$ cat config.mk
export PLATFORM = sky130hd
export DESIGN_NAME = fifo_write_arbiter_flat
export DESIGN_NICKNAME = d
export VERILOG_FILES = /design/src/rtl/fifo_arb_pkg.sv /design/src/rtl/fifo_write_arbiter_if.sv /design/src/rtl/fifo_write_arbiter_rr_select.sv /design/src/rtl/fifo_write_arbiter.sv /design/src/flat_wrapper.sv
export SDC_FILE = /design/constraint.sdc
export NUM_CORES = 1
export LEC_CHECK = 0
export ABC_AREA = 1
export CAP_MARGIN = 15
export CORE_MARGIN = 5
export CORE_UTILIZATION = 30
export CTS_BUF_LIST = sky130_fd_sc_hd__clkbuf_16
export DETAILED_ROUTE_END_ITERATION = 8
export GPL_ROUTABILITY_DRIVEN = 0
export PLACE_DENSITY = 0.68
export SLEW_MARGIN = 20
export SYNTH_ARGS = -nofsm -noshare
export SYNTH_HDL_FRONTEND = slang
export SYNTH_SLANG_ARGS = --single-unit
$ cat constraint.sdc
create_clock -name clk_in -period 2.8 [get_ports clk_in]
set_input_delay 0.84 -clock clk_in [delete_from_list [all_inputs] [get_ports clk_in]]
set_output_delay 0.84 -clock clk_in [all_outputs]
set_load 0.02 [all_outputs]
$ cat src/rtl/fifo_arb_pkg.sv
// Shared types and constants for the FIFO write-port arbiter.
package fifo_arb_pkg;

    typedef enum logic {
        ARB_IDLE  = 1'b0,
        ARB_GRANT = 1'b1
    } arb_state_e;

    localparam int ARB_REQUESTERS = 4;
    localparam int ARB_RESET_LAST = ARB_REQUESTERS - 1;

    // Reset value of the last-holder index, so the first scan starts at index 0.
    function automatic int arb_reset_last(input int requesters);
        return requesters - 1;
    endfunction

endpackage

$ cat src/rtl/fifo_write_arbiter_if.sv
// Requester and FIFO write-side signals of the arbiter, grouped as one bundle.
interface fifo_write_arbiter_if #(
    parameter int word_bits  = 8,
    parameter int requesters = 4,
    parameter int req_bits   = 2
);
    logic [requesters-1:0]           req_in;
    logic [requesters*word_bits-1:0] data_in;
    logic [requesters-1:0]           ack_out;
    logic                            fifo_full_in;
    logic [word_bits-1:0]            fifo_data_out;
    logic                            fifo_write_out;
    logic                            grant_valid_out;
    logic [req_bits-1:0]             grant_idx_out;

    modport master (
        output req_in, data_in, fifo_full_in,
        input  ack_out, fifo_data_out, fifo_write_out, grant_valid_out, grant_idx_out
    );

    modport slave (
        input  req_in, data_in, fifo_full_in,
        output ack_out, fifo_data_out, fifo_write_out, grant_valid_out, grant_idx_out
    );
endinterface

$ cat src/rtl/fifo_write_arbiter_rr_select.sv
// Combinational round-robin picker: first set request at or after start_idx_i, wrapping.
module rr_select
    import fifo_arb_pkg::*;
#(
    parameter int requesters = 4,
    parameter int req_bits   = 2
) (
    input  logic [requesters-1:0] req_vec_i,
    input  logic [req_bits-1:0]   start_idx_i,
    output logic                  hit_o,
    output logic [req_bits-1:0]   sel_idx_o
);

    logic [req_bits-1:0] idx_s;

    // Walk offsets from farthest to nearest so the nearest set request wins.
    always_comb begin
        hit_o     = 1'b0;
        sel_idx_o = {req_bits{1'b0}};
        idx_s     = {req_bits{1'b0}};
        for (int k = requesters - 1; k >= 0; k--) begin
            idx_s = req_bits'((int'(start_idx_i) + k) % requesters);
            if (req_vec_i[idx_s]) begin
                hit_o     = 1'b1;
                sel_idx_o = idx_s;
            end else begin
                hit_o     = hit_o;
            end
        end
    end

endmodule

$ cat src/rtl/fifo_write_arbiter.sv
// Round-robin arbiter sharing one FIFO write port among several requesters.
// Define FIFO_ARB_BURST_EN to let a grant cover up to burst_len writes.
module fifo_write_arbiter
    import fifo_arb_pkg::*;
#(
    parameter int word_bits  = 8,
    parameter int requesters = 4,
    parameter int req_bits   = 2,
    parameter int burst_len  = 4
) (
    input  logic               clk_in,
    input  logic               rst_in,
    fifo_write_arbiter_if.slave bus
);

    localparam logic [req_bits-1:0] LAST_IDX = req_bits'(arb_reset_last(requesters));

    arb_state_e          state_q, state_d;
    logic [req_bits-1:0] sel_q, sel_d;
    logic [req_bits-1:0] last_q, last_d;
    logic [req_bits-1:0] base_s, start_s, pick_s;
    logic                hit_s, write_s, limit_s, grant_end_s;
    logic [requesters-1:0] ack_s;
    logic [word_bits-1:0]  wdata_s;
    logic [word_bits-1:0]  data_arr_s [requesters];

`ifdef FIFO_ARB_BURST_EN
    localparam int CNT_BITS = $clog2(burst_len) + 1;
    logic [CNT_BITS-1:0] burst_cnt_q, burst_cnt_d;
`else
    localparam int burst_len_unused = burst_len;
`endif

    for (genvar g = 0; g < requesters; g++) begin : g_data
        assign data_arr_s[g] = bus.data_in[g*word_bits +: word_bits];
    end

    // One picker serves both idle arbitration and end-of-grant handoff; the holder ranks last.
    assign base_s  = (state_q == ARB_GRANT) ? sel_q : last_q;
    assign start_s = (base_s == LAST_IDX) ? {req_bits{1'b0}} : base_s + 1'b1;

    rr_select #(
        .requesters (requesters),
        .req_bits   (req_bits)
    ) u_rr_select (
        .req_vec_i   (bus.req_in),
        .start_idx_i (start_s),
        .hit_o       (hit_s),
        .sel_idx_o   (pick_s)
    );

    assign write_s = (state_q == ARB_GRANT) && bus.req_in[sel_q] && !bus.fifo_full_in;

`ifdef FIFO_ARB_BURST_EN
    assign limit_s = (burst_cnt_q == CNT_BITS'(burst_len - 1));
`else
    assign limit_s = 1'b1;
`endif

    assign grant_end_s = !bus.req_in[sel_q] || (write_s && limit_s);

    // Write strobe, ack pulse and write data, all zero outside a write cycle.
    always_comb begin
        ack_s   = {requesters{1'b0}};
        wdata_s = {word_bits{1'b0}};
        if (write_s) begin
            ack_s[sel_q] = 1'b1;
            wdata_s      = data_arr_s[sel_q];
        end else begin
            ack_s = {requesters{1'b0}};
        end
    end

    assign bus.fifo_write_out  = write_s;
    assign bus.ack_out         = ack_s;
    assign bus.fifo_data_out   = wdata_s;
    assign bus.grant_valid_out = (state_q == ARB_GRANT);
    assign bus.grant_idx_out   = sel_q;

    // Next-state logic for grant acquisition, handoff and release.
    always_comb begin
        state_d = state_q;
        sel_d   = sel_q;
        last_d  = last_q;
`ifdef FIFO_ARB_BURST_EN
        burst_cnt_d = burst_cnt_q;
`endif
        case (state_q)
            ARB_IDLE: begin
                if (hit_s) begin
                    state_d = ARB_GRANT;
                    sel_d   = pick_s;
`ifdef FIFO_ARB_BURST_EN
                    burst_cnt_d = {CNT_BITS{1'b0}};
`endif
                end else begin
                    state_d = ARB_IDLE;
                end
            end
            ARB_GRANT: begin
                if (grant_end_s) begin
                    last_d = sel_q;
                    if (hit_s) begin
                        sel_d = pick_s;
`ifdef FIFO_ARB_BURST_EN
                        burst_cnt_d = {CNT_BITS{1'b0}};
`endif
                    end else begin
                        state_d = ARB_IDLE;
                    end
                end else begin
                    state_d = ARB_GRANT;
`ifdef FIFO_ARB_BURST_EN
                    if (write_s) begin
                        burst_cnt_d = burst_cnt_q + 1'b1;
                    end else begin
                        burst_cnt_d = burst_cnt_q;
                    end
`endif
                end
            end
            default: begin
                state_d = ARB_IDLE;
            end
        endcase
    end

    // Arbiter state registers.
    always_ff @(posedge clk_in or negedge rst_in) begin
        if (!rst_in) begin
            state_q <= ARB_IDLE;
            sel_q   <= {req_bits{1'b0}};
            last_q  <= LAST_IDX;
`ifdef FIFO_ARB_BURST_EN
            burst_cnt_q <= {CNT_BITS{1'b0}};
`endif
        end else begin
            state_q <= state_d;
            sel_q   <= sel_d;
            last_q  <= last_d;
`ifdef FIFO_ARB_BURST_EN
            burst_cnt_q <= burst_cnt_d;
`endif
        end
    end

endmodule

$ cat src/flat_wrapper.sv
// flat-port wrapper written by rule: the top's interface ports become plain ports
module fifo_write_arbiter_flat import fifo_arb_pkg::*;
#(
    parameter int word_bits  = 8,
    parameter int requesters = 4,
    parameter int req_bits   = 2,
    parameter int burst_len  = 4
)
  (clk_in, rst_in, bus_req_in, bus_data_in, bus_fifo_full_in, bus_ack_out, bus_fifo_data_out, bus_fifo_write_out, bus_grant_valid_out, bus_grant_idx_out);
  fifo_write_arbiter_if #(.word_bits(word_bits), .requesters(requesters), .req_bits(req_bits)) bus_i ();
  input  logic clk_in;
  input  logic rst_in;
  input wire logic [$bits(bus_i.req_in)-1:0] bus_req_in;
  input wire logic [$bits(bus_i.data_in)-1:0] bus_data_in;
  input wire logic [$bits(bus_i.fifo_full_in)-1:0] bus_fifo_full_in;
  output wire logic [$bits(bus_i.ack_out)-1:0] bus_ack_out;
  output wire logic [$bits(bus_i.fifo_data_out)-1:0] bus_fifo_data_out;
  output wire logic [$bits(bus_i.fifo_write_out)-1:0] bus_fifo_write_out;
  output wire logic [$bits(bus_i.grant_valid_out)-1:0] bus_grant_valid_out;
  output wire logic [$bits(bus_i.grant_idx_out)-1:0] bus_grant_idx_out;
  assign bus_i.req_in = bus_req_in;
  assign bus_i.data_in = bus_data_in;
  assign bus_i.fifo_full_in = bus_fifo_full_in;
  assign bus_ack_out = bus_i.ack_out;
  assign bus_fifo_data_out = bus_i.fifo_data_out;
  assign bus_fifo_write_out = bus_i.fifo_write_out;
  assign bus_grant_valid_out = bus_i.grant_valid_out;
  assign bus_grant_idx_out = bus_i.grant_idx_out;
  fifo_write_arbiter #(.word_bits(word_bits), .requesters(requesters), .req_bits(req_bits), .burst_len(burst_len)) u_core (.clk_in(clk_in), .rst_in(rst_in), .bus(bus_i));
endmodule
==> flow_metrics.py, run 1 <==
metrics = {
    "final_layout": {
        "fin_nets": 268,
        "drive_above_1_share_pct": 25.88,
        "num-fill-cells": 264,
        "syn2layout_area_growth_pct": 85.10,
        "n_antenna_cell": 0,
    },
    "clock_network": {
        "path_clk_slew_ns": 0.03,
        "clk_latency_ns": 0.23,
        "cts_buffers": 3,
        "cts_root_buf": "clkbuf_16",
        "clockBufferDepth": 2,
        "ctsHoldBuffers": 0,
        "htree_levels": 1,
        "cts_tree": "yes",
        "cts.sinks": 5,
    },
    "floorplanning": {
        "die_y_microns": 63.96,
        "die_w_microns": 63.96,
        "start_util_pct": 31.40,
        "dieArea_sq_um": 4090,
        "rows": 19,
        "ioPinCount": 55,
        "core_sq_um": 2781,
    },
    "setup_path": {
        "reg2reg_depth": 13,
        "path_class": "primary input to output port",
        "arrival_ns": 1.88,
        "crit_path_max_fanout": 6,
        "path_depth": 7,
        "crit_top_cell": "nand2_2",
        "cp_cell_sequence": "clkdlybuf4s15_1, nand2_2, nand4_4, nand2_2, or2_4, a31oi_1, buf_4",
        "critPathRequiredTime_ns": 1.96,
        "start_kind": "primary input",
        "path_buf_inv": 2,
        "critPathMaxStageDelay_ns": 0.29,
        "cp-end-kind": "output port",
        "slowest_stage": "or2_4",
        "path_delay_family": "simple AND/OR/NAND/NOR gates",
    },
    "synth": {
        "synth_top_area_share_pct": 35.67,
        "ys_seq_elements": 5,
        "synth_cells": 152,
        "syn_nets": 191,
        "syn_area_sq_um": 873.3,
        "yosys.area.top_type": "nand2_1",
        "synth_area_leaders": "nand2_1, a31oi_4, dfrtp_1, a22oi_1, dfstp_2",
        "ys_seq_area_share_pct": 14.61,
        "yosysWarnings": 0,
        "synth_area_per_cell_sq_um": 5.746,
        "synth_cell_types": 20,
    },
    "run_status": {
        "status": "finished, final reports clean",
    },
    "timing": {
        "worstMarginPinSlew_ns": 0.3044,
        "setup_slack_ns": 0.07785,
        "rsz0062_at_grt": "false",
        "min_period_over_period_pct": 97.22,
        "relSlewSlack_pct": 79.71,
        "setup_viol": 0,
        "fmax_ghz": 0.3674,
        "slew_violations": 0,
        "skew_ns": 0.002738,
        "holdWs_ns": 0.5082,
        "finalHoldViolations": 0,
        "layout_min_cycle_time_ns": 2.722,
    },
    "route": {
        "final_antenna_net_count": 0,
        "drt-initial-drc-count": 38,
        "drc_errors": 0,
        "routed_wl_mm": 3.325,
        "via_per_inst": 4.857,
        "via_count": 1258,
        "drt_pass1_iterations": 4,
        "wl_per_cell_microns": 12.84,
    },
    "placement": {
        "port_buffers": 54,
        "dpl_worst_slack_ns": -0.7453,
        "dp.final_hpwl_mm": 2.820,
    },
    "power_and_ir_drop": {
        "p_leak_nw": 0.8235,
        "p_per_area_nw_per_um2": 1231,
        "ir_worst_vdd_mv": 0.8749,
    },
    "grt": {
        "grt_pass1_vias": 1300,
        "grt_start_max_net_pins": 9,
        "overflow": 0,
        "grtUsageTotal_pct": 16.01,
        "grt_antenna_before_repair": 0,
        "grt_pass1_wl_mm": 5.464,
    },
    "worst_hold_path": {
        "hold_class": "flop to flop",
        "hold_depth": 2,
    },
    "job": {
        "cap_viol_max_count": 0,
    },
}
==> Yosys cell counts <==
library cell and instances:
nand2_4 1, a31oi_1 3, a22oi_1 8, nand3_2 1, or2_4 1, o21ai_0 2, nand3_1 9, inv_1 13
inv_2 3, nand4_2 1, dfrtp_1 3, dfstp_2 2, and2_1 1, a31oi_4 5, nand2_2 2, nand2_1 83
buf_6 2, clkinv_2 1, nor2_1 10, o21bai_1 1
==> routing by layer <==
metal	track usage [%]	wire length (microns)
met5	0	0
met4	4.156	51
met3	1.926	137
met2	29.77	1766
met1	19.09	1369
==> worst register-to-register path: stages, from the launching register on <==
cell	delay, ns
dfrtp_1	0.39
buf_4	0.17
inv_1	0.11
nand2_2	0.11
nand2_4	0.11
nand2_1	0.08
nand3_1	0.09
nand2_1	0.08
inv_1	0.10
nand3_2	0.08
nand2_1	0.12
nor2_1	0.06
nand2_1	0.05
nand2_1	0.05
==> final timing paths <==
| check | start | endpoint | slack (ns) |
|---|---|---|---|
| max in group asynchronous | rst_in | u_core.last_q[1] | 1.72 |
| min | u_core.last_q[0] | u_core.last_q[0] | 0.51 |
| max reg2reg | u_core.bus.grant_valid_out | u_core.bus.grant_idx_out[0] | 1.08 |
| min in group asynchronous | rst_in | u_core.bus.grant_valid_out | 0.83 |
| min reg2reg | u_core.last_q[0] | u_core.last_q[0] | 0.51 |
| max | bus_req_in[0] | bus_fifo_data_out[1] | 0.08 |
==> stage by stage <==
| step | power [mW] | setup TNS [ns] | area [sq um] | cells | util [%] |
|---|---|---|---|---|---|
| CTS | 1.980 | 0 | 1613 | 259 | 57.98 |
| finish | 1.989 | 0 | 1617 | 259 | 58.12 |
| detailed placement | 1.741 | -8.942 | 1565 | 253 | 56.28 |
| floorplan | 1.207 | 0 | 873.3 | 152 | - |
| global route | 2.207 | 0 | 1617 | 259 | 58.12 |
| global placement | 1.705 | -8.411 | 1565 | 253 | 56.28 |
==> power by group <==
| part | leakage (nW) | total, mW | internal [mW] | switching, mW |
|---|---|---|---|---|
| registers | 0.0537 | 0.165 | 0.128 | 0.0375 |
| clock network | 0.0423 | 0.228 | 0.185 | 0.0438 |
| logic | 0.727 | 1.60 | 0.649 | 0.946 |
==> final cells by class <==
| class | instances | area (sq um) | area share [%] |
|---|---|---|---|
| clock buffers | 3 | 75.07 | 4.644 |
| clock inverters | 1 | 3.754 | 0.2322 |
| inverters | 17 | 65.06 | 4.025 |
| multi-input cells | 129 | 683.2 | 42.26 |
| flip-flops and latches | 5 | 127.6 | 7.895 |
| well taps | 31 | 38.79 | 2.399 |
| repair buffers | 73 | 623.1 | 38.54 |
==> timing repair <==
item                                    in CTS  in global routing
endpoints found under the setup margin      13                 12
buffers inserted                             1                  0
gates cloned                                 1                  0
pin swaps                                    4                  5
resized for setup                           67                 10
endpoints found under the hold margin        0                  0
==> kinds of logic after synthesis <==
group           after synthesis  share of synthesized area, %
buf+inv                      19                         10.03
simple gates                109                         52.15
flops                         5                         14.61
compound gates               19                         23.21
==> cell usage in the layout (no fill, tap or decap), drive strengths merged <==
cell            n
nand3          10
o21bai          1
clkinv          1
or2             2
nor2           10
clkdlybuf4s15   2
o21ai           2
clkbuf          6
a22oi           8
dlygate4sd2     1
dfrtp           3
a31oi           8
clkdlybuf4s50  36
buf            31
dfstp           2
nand4           1
nand2          86
and2            1
inv            17
==> state kept, by name, indices dropped and copies added (netlist names) <==
| signal | flops |
|---|---|
| u_core.bus.grant_idx_out | 2 |
| u_core.last_q | 2 |
| u_core.bus.grant_valid_out | 1 |
(Power assumes the default switching activity.)
==> run 2, diff against run 1 <==
CORE_UTILIZATION = 35   (was 30)
PLACE_DENSITY = 0.77   (was 0.68)
==> run 2 against run 1 <==
Power is 1.0% lower. Sequential power hardly changed. Design area is 0.15% lower. Sequential cell count stayed put. Final cell count is 0.77% lower. Combinational power hardly changed. Count of clock-buffer cells in the layout stayed put. Core utilization is 8.2 points higher. Register-to-register slack better by 0.02 ns. Setup slack worse by 0.014 ns. Largest cell class unchanged. Largest power group unchanged.
==> flow_metrics.py, run 2 (same netlist as run 1, synthesis figures left out) <==
metrics = {
    "timing": {
        "min_period_over_period_pct": 97.73,
        "rsz0062_at_grt": "false",
        "finalHoldViolations": 0,
        "holdWs_ns": 0.5026,
        "layout_min_cycle_time_ns": 2.736,
        "slew_violations": 0,
        "fmax_ghz": 0.3655,
        "worstMarginPinSlew_ns": 0.3178,
        "relSlewSlack_pct": 78.81,
        "setup_viol": 0,
        "skew_ns": 0.002190,
    },
    "clock_network": {
        "cts_buffers": 3,
        "htree_levels": 1,
        "clk_latency_ns": 0.23,
        "cts_tree": "yes",
        "cts_root_buf": "clkbuf_16",
        "cts.sinks": 5,
        "clockBufferDepth": 2,
        "post_cts_buffers": 0,
        "ctsHoldBuffers": 0,
        "path_clk_slew_ns": 0.03,
    },
    "run_status": {
        "status": "finished, final reports clean",
    },
    "setup_path": {
        "reg2reg_from": "u_core.bus.grant_valid_out",
        "start_kind": "primary input",
        "crit_path_max_fanout": 6,
        "path_buf_inv": 2,
        "path_class": "primary input to output port",
        "path_delay_family": "simple AND/OR/NAND/NOR gates",
        "cp-startpoint": "bus_req_in[1]",
        "arrival_ns": 1.90,
        "cp-end-kind": "output port",
        "cp_cell_sequence": "dlygate4sd2_1, nand2_1, nand4_2, nand2_2, or2_4, a31oi_1, buf_4",
        "slowest_stage": "or2_4",
        "critPathRequiredTime_ns": 1.96,
        "critPathMaxStageDelay_ns": 0.29,
    },
    "grt": {
        "grt_antenna_before_repair": 0,
        "overflow": 0,
        "grt_pass1_wl_mm": 5.430,
        "grt_start_max_net_pins": 9,
        "grt_pass1_vias": 1258,
        "grtUsageTotal_pct": 19.48,
    },
    "final_layout": {
        "instances_no_fill": 257,
        "final_cell_mix": "nand2_1, clkdlybuf4s50_1, buf_4",
        "layout_commonest_cell": "nand2_1",
        "design_area_sq_um": 1614,
        "fin_nets": 267,
        "drive_above_1_share_pct": 23.79,
        "fin_util_pct": 66.36,
        "n_antenna_cell": 0,
        "syn2layout_area_growth_pct": 84.81,
    },
    "route": {
        "via_count": 1218,
        "final_antenna_net_count": 0,
        "drc_errors": 0,
        "wl_per_cell_microns": 12.71,
        "drt-initial-drc-count": 47,
        "routed_wl_mm": 3.266,
        "via_per_inst": 4.739,
        "drt_pass1_iterations": 4,
    },
    "power_and_ir_drop": {
        "ir_worst_vdd_mv": 0.9931,
        "p_per_area_nw_per_um2": 1220,
        "p_leak_nw": 0.8260,
        "total_power_mw": 1.969,
    },
    "worst_hold_path": {
        "holdCritStartpoint": "u_core.last_q[1]",
        "hold_class": "flop to flop",
    },
    "placement": {
        "port_buffers": 54,
        "dp.final_hpwl_mm": 2.744,
        "dpl_cell_area_sq_um": 1564,
        "dp.cells": 252,
    },
    "floorplanning": {
        "die_y_microns": 59.95,
        "core_sq_um": 2432,
        "rows": 18,
        "dieArea_sq_um": 3594,
        "ioPinCount": 55,
        "die_w_microns": 59.95,
        "start_util_pct": 35.91,
    },
    "job": {
        "cap_viol_max_count": 0,
    },
}
[run 2: cell types whose count changed in the layout (fill, tap and decap cells not counted), moves of 2 or more]
| cell | previous run | this run |
|---|---|---|
| clkbuf_2 | 3 | 0 |
| buf_4 | 25 | 23 |
| nand2_1 | 80 | 82 |
| nand2_2 | 5 | 3 |
[run 2: per-layer routing]
layer	up-vias	routed length [microns]	global-route usage (%)
met3	0	152	3.240
met4	0	0	3.797
met1	544	1421	24.81
met2	34	1693	34.26
li1	640	-	-
met5	-	0	0
[run 2: repair_timing]
action	4_1_cts	5_1_grt
gates resized for setup	64	5
pin swaps	4	4
cloned	1	0
setup endpoints to repair	13	9
[run 2: path summary, 6_finish.rpt]
| kind | end | slack (ns) | cells past startpoint |
|---|---|---|---|
| max in group asynchronous | u_core.last_q[0] | 1.71 | 1 |
| setup / recovery | bus_fifo_data_out[1] | 0.06 | 7 |
| min in group asynchronous | u_core.bus.grant_idx_out[0] | 0.84 | 1 |
| hold / removal | u_core.last_q[1] | 0.50 | 2 |
| setup reg to reg | u_core.bus.grant_idx_out[1] | 1.10 | 13 |
| hold reg to reg | u_core.last_q[1] | 0.50 | 2 |
[run 2: per-stage QoR]
stage | worst slack, ns | setup TNS, ns
2_1_floorplan | 0.2438 | 0
3_3_place_gp | -0.6667 | -8.313
3_5_place_dp | -0.7253 | -8.796
4_1_cts | 0.01125 | 0
5_1_grt | 0.0006768 | 0
6_report | 0.06367 | 0
[run 2: cell type report]
type / count / area [sq um]
fill: 204 / 818.3
multi-input combinational: 129 / 675.6
timing repair buffer: 72 / 629.4
sequential: 5 / 127.6
clock buffer: 3 / 75.07
inverter: 17 / 65.06
tap: 30 / 37.54
clock inverter: 1 / 3.754
[run 2: worst register-to-register path, stage by stage (launching register included)]
cell and delay (ns):
dfrtp_1 0.40, buf_4 0.18, inv_1 0.11, nand2_2 0.10, nand2_4 0.11, nand2_1 0.08, nand3_1 0.08, nand2_1 0.07
inv_1 0.10, nand3_2 0.07, nand2_1 0.12, nor2_1 0.05, nand2_1 0.06, nand2_1 0.05
[run 2: power by group]
group | switching (mW) | internal, mW | leakage, nW
Combinational | 0.944 | 0.629 | 0.730
Sequential | 0.0393 | 0.127 | 0.0537
Clock | 0.0446 | 0.185 | 0.0423
Total | 1.03 | 0.941 | 0.826
==> run 3, diff against run 2 <==
CELL_PAD_IN_SITES_DETAIL_PLACEMENT = 1   (was unset)
CELL_PAD_IN_SITES_GLOBAL_PLACEMENT = 1   (was unset)
CORE_UTILIZATION = 23   (was 35)
PLACE_DENSITY = unset   (was 0.77)
PLACE_DENSITY_LB_ADDON = 0.1   (was unset)
==> run 3 against run 2 <==
Count of clock-buffer cells in the layout stayed put. Clock skew is 0.0011 ns higher. Non-clock buffer count is 2 higher.
==> flow_metrics.py, run 3 (same netlist as run 1, synthesis figures left out) <==
metrics = {
    "final_layout": {
        "fin_nets": 269,
        "n_antenna_cell": 0,
        "drive_above_1_share_pct": 26.20,
        "layout_commonest_cell": "nand2_1",
        "final_cell_mix": "nand2_1, clkdlybuf4s50_1, buf_4",
        "design_area_sq_um": 1630,
        "seqCellArea_sq_um": 127.6,
        "num-fill-cells": 502,
        "multi_input_area_sq_um": 675.6,
        "instances_no_fill": 277,
        "syn2layout_area_growth_pct": 86.68,
    },
    "setup_path": {
        "critPathRequiredTime_ns": 1.96,
        "cp-end-kind": "output port",
        "path_class": "primary input to output port",
        "crit_path_max_fanout": 6,
        "reg2reg_from": "u_core.bus.grant_valid_out",
        "cp-startpoint": "bus_req_in[0]",
        "start_kind": "primary input",
        "arrival_ns": 1.82,
    },
    "run_status": {
        "status": "finished, final reports clean",
    },
    "route": {
        "drt-initial-drc-count": 37,
        "drt_pass1_iterations": 4,
        "via_count": 1254,
        "drc_errors": 0,
        "via_per_inst": 4.527,
        "wl_per_cell_microns": 14.32,
        "final_antenna_net_count": 0,
        "routed_wl_mm": 3.966,
    },
    "power_and_ir_drop": {
        "p_leak_nw": 0.8245,
        "ir_worst_vdd_mv": 0.4497,
        "p_per_area_nw_per_um2": 1263,
    },
    "placement": {
        "dp.cells": 271,
        "dpl_cell_area_sq_um": 1594,
        "port_buffers": 54,
        "dp.final_hpwl_mm": 3.339,
    },
    "grt": {
        "grtUsageTotal_pct": 15.93,
        "grt_pass1_wl_mm": 6.589,
        "grt_start_max_net_pins": 9,
        "grt_antenna_before_repair": 0,
        "grt_pass1_vias": 1384,
        "overflow": 0,
    },
    "worst_hold_path": {
        "hold_class": "flop to flop",
        "holdCritStartpoint": "u_core.last_q[0]",
    },
    "timing": {
        "setup_viol": 0,
        "min_period_over_period_pct": 94.97,
        "slew_violations": 0,
        "skew_ns": 0.003317,
        "worstMarginPinSlew_ns": 0.2853,
        "layout_min_cycle_time_ns": 2.659,
        "finalHoldViolations": 0,
        "rsz0062_at_grt": "false",
        "relSlewSlack_pct": 80.98,
        "fmax_ghz": 0.3761,
    },
    "clock_network": {
        "clockBufferDepth": 2,
        "cts_buffers": 3,
        "path_clk_slew_ns": 0.04,
        "cts_root_buf": "clkbuf_16",
        "cts.sinks": 5,
        "ctsHoldBuffers": 0,
        "htree_levels": 1,
        "cts_tree": "yes",
        "clk_latency_ns": 0.23,
    },
    "floorplanning": {
        "dieArea_sq_um": 5129,
        "start_util_pct": 23.86,
        "die_y_microns": 71.62,
        "rows": 22,
        "die_w_microns": 71.62,
        "ioPinCount": 55,
        "core_sq_um": 3661,
    },
    "job": {
        "cap_viol_max_count": 0,
    },
}
run 3: changes by cell type in the layout (fill, tap and decap cells not counted):
cell	before	now
clkbuf_2	0	4
buf_4	23	25
clkdlybuf4s15_1	2	0
dlygate4sd2_1	2	1
dlymetal6s2s_1	1	0
run 3: per-layer routing:
metal,up-vias,GRT usage (%),wire (microns)
met5,-,0,0
met3,2,2.805,153
met2,25,28.78,2028
li1,641,-,-
met1,586,19.68,1761
met4,0,3.132,22
run 3: cell type report:
class / instances / share of cell area, %
Multi-Input combinational cell: 129 / 41.44
Timing Repair Buffer: 74 / 38.22
Sequential cell: 5 / 7.828
Clock buffer: 3 / 4.605
Inverter: 17 / 3.991
Tap cell: 48 / 3.684
Clock inverter: 1 / 0.2302
run 3: worst paths after layout:
kind,endpoint,slack (ns),cells after the start
worst max-delay path,bus_fifo_data_out[1],0.14,7
worst min-delay path,u_core.last_q[0],0.52,2
worst max register to register,u_core.bus.grant_idx_out[1],1.02,13
worst min register to register,u_core.last_q[0],0.52,2
max in group asynchronous,u_core.last_q[1],1.71,1
min in group asynchronous,u_core.bus.grant_valid_out,0.84,1
run 3: where the power goes:
part	switching, mW	internal [mW]
clock	0.0462	0.185
combinational	1.01	0.649
sequential	0.0417	0.127
total	1.10	0.961
run 3: per-stage QoR:
step                      hold WS, ns  TNS (ns)  worst slack, ns  total power, mW  util, %
final                          0.5243         0           0.1408            2.059    44.53
after global routing           0.5544         0          0.02829            2.271    44.53
after CTS                      0.5256         0        0.0004765            2.064    44.74
after detailed placement       0.5086    -9.080          -0.7758            1.829    43.54
after global placement         0.4943    -8.455          -0.6899            1.756    43.54
after floorplan                0.4739         0           0.2438            1.207        -
run 3: critical path, cell delays in order:
cell and delay [ns]:
clkbuf_2 0.10, nand2_1 0.06, nand4_2 0.10, nand2_2 0.08, or2_4 0.30, a31oi_2 0.16
buf_4 0.16
run 3: what timing repair did:
item,CTS,global route
endpoints found under the setup margin,13,13
pin swaps,2,4
gates resized for setup,67,8
cloned,1,0
buffers inserted,0,1
